### config.mk
export PLATFORM = sky130hd
export DESIGN_NAME = apb_tmr32_seq
export DESIGN_NICKNAME = d
export VERILOG_FILES = /design/src/rtl/apb_tmr32_seq.sv
export SDC_FILE = /design/constraint.sdc
export NUM_CORES = 1
export LEC_CHECK = 0
export CAP_MARGIN = 20
export CORE_MARGIN = 2
export CORE_UTILIZATION = 64
export DETAILED_ROUTE_END_ITERATION = 7
export PLACE_DENSITY = 0.86
export SLEW_MARGIN = 0
export SYNTH_ARGS = -nofsm -noshare
export SYNTH_HDL_FRONTEND = slang
export SYNTH_SLANG_ARGS = --single-unit
### constraint.sdc
create_clock -name PCLK -period 6.5 [get_ports PCLK]
set_input_delay 1.625 -clock PCLK [delete_from_list [all_inputs] [get_ports PCLK]]
set_output_delay 1.625 -clock PCLK [all_outputs]
set_load 0.01 [all_outputs]
### src/rtl/apb_tmr32_seq.sv
// apb_tmr32_seq
//   APB-programmable sequencer that walks a table of (CMP, LOAD[, PRE]) entries,
//   presenting one entry per timer period to an external 32-bit timer core.
//
// Parameters
//   DEPTH : number of table entries (2..16)
//   IW    : index width, 2**IW >= DEPTH
//
// Ports
//   PCLK, PRESETn              : clock, async active-low reset
//   PSEL/PENABLE/PWRITE/PADDR/PWDATA/PRDATA/PREADY : APB slave (PRDATA combinational)
//   PIRQ                       : |(IM & {WRAP, DONE})
//   TMR_EN/TMR_LOAD/TMR_CMP/TMR_PRE/TMR_OVF_CLR : timer core controls
//   TMR_OVF                    : timer overflow flag (level)
//
// Build option
//   TMR_SEQ_PRESCALE_EN : adds a 16-bit per-entry prescaler field (WPRE at 0x48)
module apb_tmr32_seq #(
  parameter int unsigned DEPTH = 8,
  parameter int unsigned IW    = 4
) (
  input  logic        PCLK,
  input  logic        PRESETn,
  input  logic        PSEL,
  input  logic        PENABLE,
  input  logic        PWRITE,
  input  logic [7:0]  PADDR,
  input  logic [31:0] PWDATA,
  output logic [31:0] PRDATA,
  output logic        PREADY,
  output logic        PIRQ,
  output logic        TMR_EN,
  output logic [31:0] TMR_LOAD,
  output logic [31:0] TMR_CMP,
  output logic [15:0] TMR_PRE,
  output logic        TMR_OVF_CLR,
  input  logic        TMR_OVF
);

  typedef enum logic [1:0] {
    S_IDLE  = 2'd0,
    S_PRIME = 2'd1,
    S_RUN   = 2'd2,
    S_ADV   = 2'd3
  } state_t;

  localparam int unsigned   NENT     = 1 << IW;
  localparam logic [IW:0]   DEPTH_C  = (IW+1)'(DEPTH);
  localparam logic [IW-1:0] LAST_IDX = IW'(DEPTH - 1);

  localparam logic [4:0] A_CTRL   = 5'd0;
  localparam logic [4:0] A_STATUS = 5'd1;
  localparam logic [4:0] A_COUNT  = 5'd2;
  localparam logic [4:0] A_REPEAT = 5'd3;
  localparam logic [4:0] A_WIDX   = 5'd4;
  localparam logic [4:0] A_WCMP   = 5'd5;
  localparam logic [4:0] A_WLOAD  = 5'd6;
  localparam logic [4:0] A_IM     = 5'd7;
  localparam logic [4:0] A_IC     = 5'd8;
  localparam logic [4:0] A_WPRE   = 5'd9;

  logic [4:0] sel;
  logic       wr;
  logic       unused_paddr;

  assign sel          = PADDR[7:3];
  assign wr           = PSEL & PENABLE & PWRITE;
  assign unused_paddr = ^PADDR[2:0];

  state_t      state_q, state_d;
  logic [IW-1:0] ptr_q, ptr_d;
  logic [7:0]  pass_q, pass_d;
  logic [IW:0] count_q, count_d;
  logic [7:0]  repeat_q, repeat_d;
  logic [IW-1:0] widx_q, widx_d;
  logic [1:0]  im_q, im_d;
  logic        done_q, done_d;
  logic        wrap_q, wrap_d;
  logic        start_q, start_d;
  logic        stop_q, stop_d;
  logic [31:0] cmp_q, cmp_d;
  logic [31:0] load_q, load_d;
  logic [1:0]  ic_clr;
  logic        done_set, wrap_set;

  // Table storage is sized to the full index range so any ptr value is a legal index.
  logic [31:0] cmp_mem  [NENT];
  logic [31:0] load_mem [NENT];

  always_ff @(posedge PCLK) begin
    if (wr && sel == A_WCMP)  cmp_mem[widx_q]  <= PWDATA;
    if (wr && sel == A_WLOAD) load_mem[widx_q] <= PWDATA;
  end

  // Register file
  always_comb begin
    count_d  = count_q;
    repeat_d = repeat_q;
    widx_d   = widx_q;
    im_d     = im_q;
    start_d  = wr && (sel == A_CTRL) && PWDATA[0];
    stop_d   = wr && (sel == A_CTRL) && PWDATA[1];
    ic_clr   = (wr && sel == A_IC) ? PWDATA[1:0] : 2'b00;
    if (wr) begin
      case (sel)
        A_COUNT:  count_d  = (PWDATA > 32'(DEPTH)) ? DEPTH_C : PWDATA[IW:0];
        A_REPEAT: repeat_d = PWDATA[7:0];
        A_WIDX:   widx_d   = PWDATA[IW-1:0];
        A_WLOAD:  widx_d   = (widx_q == LAST_IDX) ? '0 : widx_q + IW'(1);
        A_IM:     im_d     = PWDATA[1:0];
        default:  ;
      endcase
    end
  end

  // Sequencer FSM; START/STOP act one cycle after the write via their pulse flops.
  always_comb begin
    state_d  = state_q;
    ptr_d    = ptr_q;
    pass_d   = pass_q;
    done_set = 1'b0;
    wrap_set = 1'b0;
    if (stop_q) begin
      state_d = S_IDLE;
    end else begin
      case (state_q)
        S_IDLE: begin
          if (start_q && count_q != '0) begin
            state_d = S_PRIME;
            ptr_d   = '0;
            pass_d  = '0;
          end
        end
        S_PRIME: state_d = S_RUN;
        S_RUN:   if (TMR_OVF) state_d = S_ADV;
        S_ADV: begin
          if (({1'b0, ptr_q} + (IW+1)'(1)) < count_q) begin
            ptr_d   = ptr_q + IW'(1);
            state_d = S_RUN;
          end else begin
            pass_d   = pass_q + 8'd1;
            wrap_set = 1'b1;
            if (repeat_q != 8'd0 && (pass_q + 8'd1) == repeat_q) begin
              done_set = 1'b1;
              state_d  = S_IDLE;
            end else begin
              ptr_d   = '0;
              state_d = S_RUN;
            end
          end
        end
        default: state_d = S_IDLE;
      endcase
    end
    // A set in the same cycle as an IC clear takes priority.
    done_d = done_set | (done_q & ~ic_clr[0]);
    wrap_d = wrap_set | (wrap_q & ~ic_clr[1]);
    cmp_d  = cmp_mem[ptr_q];
    load_d = load_mem[ptr_q];
  end

  always_ff @(posedge PCLK or negedge PRESETn) begin
    if (!PRESETn) begin
      state_q  <= S_IDLE;
      ptr_q    <= '0;
      pass_q   <= '0;
      count_q  <= '0;
      repeat_q <= '0;
      widx_q   <= '0;
      im_q     <= '0;
      done_q   <= 1'b0;
      wrap_q   <= 1'b0;
      start_q  <= 1'b0;
      stop_q   <= 1'b0;
      cmp_q    <= '0;
      load_q   <= '0;
    end else begin
      state_q  <= state_d;
      ptr_q    <= ptr_d;
      pass_q   <= pass_d;
      count_q  <= count_d;
      repeat_q <= repeat_d;
      widx_q   <= widx_d;
      im_q     <= im_d;
      done_q   <= done_d;
      wrap_q   <= wrap_d;
      start_q  <= start_d;
      stop_q   <= stop_d;
      cmp_q    <= cmp_d;
      load_q   <= load_d;
    end
  end

`ifdef TMR_SEQ_PRESCALE_EN
  logic [15:0] pre_mem [NENT];
  logic [15:0] pre_q, pre_d;

  always_ff @(posedge PCLK) begin
    if (wr && sel == A_WPRE) pre_mem[widx_q] <= PWDATA[15:0];
  end

  always_comb pre_d = pre_mem[ptr_q];

  always_ff @(posedge PCLK or negedge PRESETn) begin
    if (!PRESETn) pre_q <= '0;
    else          pre_q <= pre_d;
  end

  assign TMR_PRE = pre_q;
`else
  assign TMR_PRE = '0;
`endif

  assign TMR_EN      = (state_q == S_RUN) || (state_q == S_ADV);
  assign TMR_OVF_CLR = (state_q == S_ADV);
  assign TMR_CMP     = cmp_q;
  assign TMR_LOAD    = load_q;
  assign PREADY      = 1'b1;
  assign PIRQ        = |(im_q & {wrap_q, done_q});

  always_comb begin
    PRDATA = 32'hDEAD_BEEF;
    case (sel)
      A_CTRL:   PRDATA = '0;
      A_STATUS: PRDATA = {8'h00, pass_q, 4'h0, 4'(ptr_q), 4'h0, wrap_q, done_q, state_q};
      A_COUNT:  PRDATA = 32'(count_q);
      A_REPEAT: PRDATA = {24'h0, repeat_q};
      A_WIDX:   PRDATA = 32'(widx_q);
      A_WCMP:   PRDATA = '0;
      A_WLOAD:  PRDATA = '0;
      A_IM:     PRDATA = {30'h0, im_q};
      A_IC:     PRDATA = '0;
`ifdef TMR_SEQ_PRESCALE_EN
      A_WPRE:   PRDATA = '0;
`endif
      default:  PRDATA = 32'hDEAD_BEEF;
    endcase
  end

endmodule

==> results by group, run 1 <==
Route
  – Wirelength per Cell: approximately 37 um
  – Via-to-Cell Ratio: between 7 and 8
  – First-pass DRT Iterations: 8
  – ANT nets after route: 0
  – DRC violations left: 0
  – Routed WL: around 110 mm
  – Initial DRC count: 3,653
  – Via count: about 22,000

Setup path
  – Setup crit start kind: input port
  – CP Max Fanout: 14
  – Critical path arrival: 4060 ps
  – R2r setup slk: between 2000 and 3000 ps
  – Kind of critical path: input port to primary output
  – Reg2reg end: ptr_q[0]
  – Crit path capture type: primary output
  – Critical Path RT: between 4000 and 5000 ps
  – Worst r2r src: ptr_q[0]
  – R2R depth: 7

Power and ir drop
  – Leakage: between 15 and 20 nW
  – Maximum VDD drop: ~0.36 mV
  – Power density over the cells: 366.4 nW/um2

Layout
  – Most frequent cells in the layout: 1,024 x edfxtp_1, 320 x mux4_2, 137 x clkdlybuf4s50_1
  – # diodes: 0
  – Nets@finish: around 2,100
  – Commonest non-fill, non-tap cell in the layout: edfxtp_1
  – P&R area growth vs syn: 14.98%
  – Multi-input gate area: 9210 um2
  – Layout cells sized above 1: 0.2808
  – Register area: 33,290 um2
  – Util after Layout: 0.7397
  – Number of fill cells: ~3,300

STA
  – Final Max Slew Viols: 0
  – Worst Skew: 23.66 ps
  – Max-slew headroom: 0.2141
  – Final setup viols: 0
  – F_max: roughly 180 MHz
  – Setup_tns: 0 ps
  – Final WS setup: just over 800 ps
  – Min Tclk post-route: 5688 ps
  – Period utilization: 0.8750
  – RSZ-0062 raised after global routing: no
  – Hold Fails Final Rpt: 0
  – Worst Max-Slew Pin Slew: 1179 ps

Clock tree
  – CTS buffer count: 105
  – Worst-path clk slew: about 60 ps
  – CTS Sinks: about 1,100
  – Hold-fix buffers, CTS: 0
  – CTS H-tree depth: 3
  – Setup bufs post-CTS: 0
  – CTS tree: built
  – Cts repair resizes: 0
  – Worst-Skew Late Latency: about 670 ps
  – Root buf cell: clkbuf_16
  – CTS Buffer Depth: 3

Place
  – Port buffer count: 138
  – RD Place Congestion: 0.8649
  – Setup WS pre-CTS: 859.3 ps
  – Hpwl dp: around 54 mm

Die
  – Row cnt: 95
  – Die area: 69,240 um2
  – Initial Util: 0.6434
  – I/O pin cnt: about 160
  – Die height: around 260 um
  – Chip width: between 200 and 300 um
  – Core area: around 67,000 um2

Logic synthesis
  – Synth unique cells: 56
  – Ys Warns: 0
  – Syn_area_per_cell: ~23 um2
  – Synth Flop Type: edfxtp_1
  – Ys async rst share: 0.08978
  – Number of enable flip-flop cells after synthesis: 1,024
  – Cells after Synth: ~1,900
  – Synthesized area: about 43,000 um2
  – Post-synthesis register bit count: 1,125
  – Sequential share of the synthesized area: 0.7743

Worst hold path
  – Hold Path Depth: 2
  – Hold path endpoint: done_q
  – Worst hold-check path type: flip-flop to flip-flop
  – Hold Startpoint: done_q

Global routing
  – Total grt overflow: 0
  – Largest net degree at the start of global routing: about 150
  – First-pass GRT wire length: between 150 and 200 mm
  – Vias in the first global route: approximately 22,000
  – Initial antenna violation count: 1
  – GRT Util Overall: 0.3290

Flow run
  – Max-cap violations: 0

Status
  – Status: finished, final reports clean
## how the worst max path moves through the flow
| stage | end | cells past startpoint | startpoint | slack, ps |
|---|---|---|---|---|
| after floorplan | PRDATA[0] | 5 | PADDR[5] | 2000 |
| after global placement | PRDATA[2] | 7 | PADDR[4] | 940 |
| after detailed placement | PRDATA[3] | 7 | PADDR[4] | 860 |
| after CTS | PRDATA[3] | 7 | PADDR[4] | 850 |
| after global routing | PRDATA[0] | 7 | PADDR[4] | 680 |
| final | PRDATA[3] | 7 | PADDR[4] | 810 |
## synth_stat cells (all sizes together), types with 4 or more instances
cell type	number	area [um2]
o21ai	21	105.1
clkbuf	48	180.2
nor3	7	35.03
xor2	6	52.55
and2	22	137.6
buf	67	412.9
dfrtp	101	2527
ha	13	162.7
edfxtp	1024	30750
inv	15	56.30
mux4	320	7207
nand3	10	55.05
xnor2	4	35.03
a22o	9	78.83
a31oi	5	31.28
mux2	13	146.4
or3	5	31.28
nor4	10	62.56
nand2	54	205.2
nor2	33	126.4
a21oi	12	60.06
and3	18	117.6
nand2b	5	31.28
nand4	4	25.02
nor2b	4	25.02
## per-stage QoR
step	std cells	cell area [um2]	power [mW]	hold WS [ps]
floorplan	1885	43050	10.48	467.4
global placement	2833	45430	11.47	519.6
detailed placement	2833	45430	11.64	527.3
CTS	3030	49040	18.09	540.6
global route	3049	49410	18.48	574.5
finish	3049	49410	18.11	549.1
## power breakdown
part	total, mW	switching, mW	leakage (nW)	internal [mW]
Sequential	8.35	0.270	10.4	8.08
Combinational	3.27	1.55	3.51	1.72
Clock	6.48	2.78	1.76	3.70
Total	18.1	4.61	15.7	13.5
## registers in the layout, indices dropped and copies added, names as in the netlist, 2 cells and up
| name | count |
|---|---|
| TMR_CMP | 32 |
| TMR_LOAD | 32 |
| cmp_mem | 512 |
| count_q | 5 |
| im_q | 2 |
| load_mem | 512 |
| pass_q | 8 |
| ptr_q | 4 |
| repeat_q | 8 |
| state_q | 2 |
| widx_q | 4 |
## layer usage
metal  vias to the layer above  wire (um)  GRT usage
met5                         -         13          0
met3                       316      12040    0.05724
met1                     11380      38590     0.4515
li1                       8244          -          -
met4                         2       4389     0.1237
met2                      2005      58420     0.5430
## cell families after synthesis
kind of cell               Yosys count  share of synthesized area
muxes                              336                     0.1718
and+or+nand+nor                    178                    0.02134
AOI/OAI and AO/OA                   73                    0.01150
other                                2                  0.0001747
DFF                               1125                     0.7743
adders and majority gates           13                   0.003785
buffers and inverters              130                    0.01511
xor gates and xnor gates            10                   0.002038
## critical path, stage by stage
cell             delay [ps]
clkdlybuf4s50_1         650
or3_1                   480
a21oi_1                 210
buf_4                   210
o21ai_0                 120
a221o_1                 290
clkdlybuf4s50_1         480
## cell type report
cell class              count  share of cell area
multi-input cells         630              0.1864
repair buffers            209             0.04370
clock buffers             138             0.05917
well taps                 873             0.02210
inverters                  15            0.001139
flip-flops and latches   1125              0.6737
clock inverters            59             0.01377
(Power assumes the default switching activity.)
==> run 2: changes to the inputs <==
- ABC_CLOCK_PERIOD_IN_PS: default -> 6500
- SETUP_SLACK_MARGIN: default -> 0.3
==> results of run 2 <==
Same layout as run 1: the final DEF is identical, and so are final timing and power.
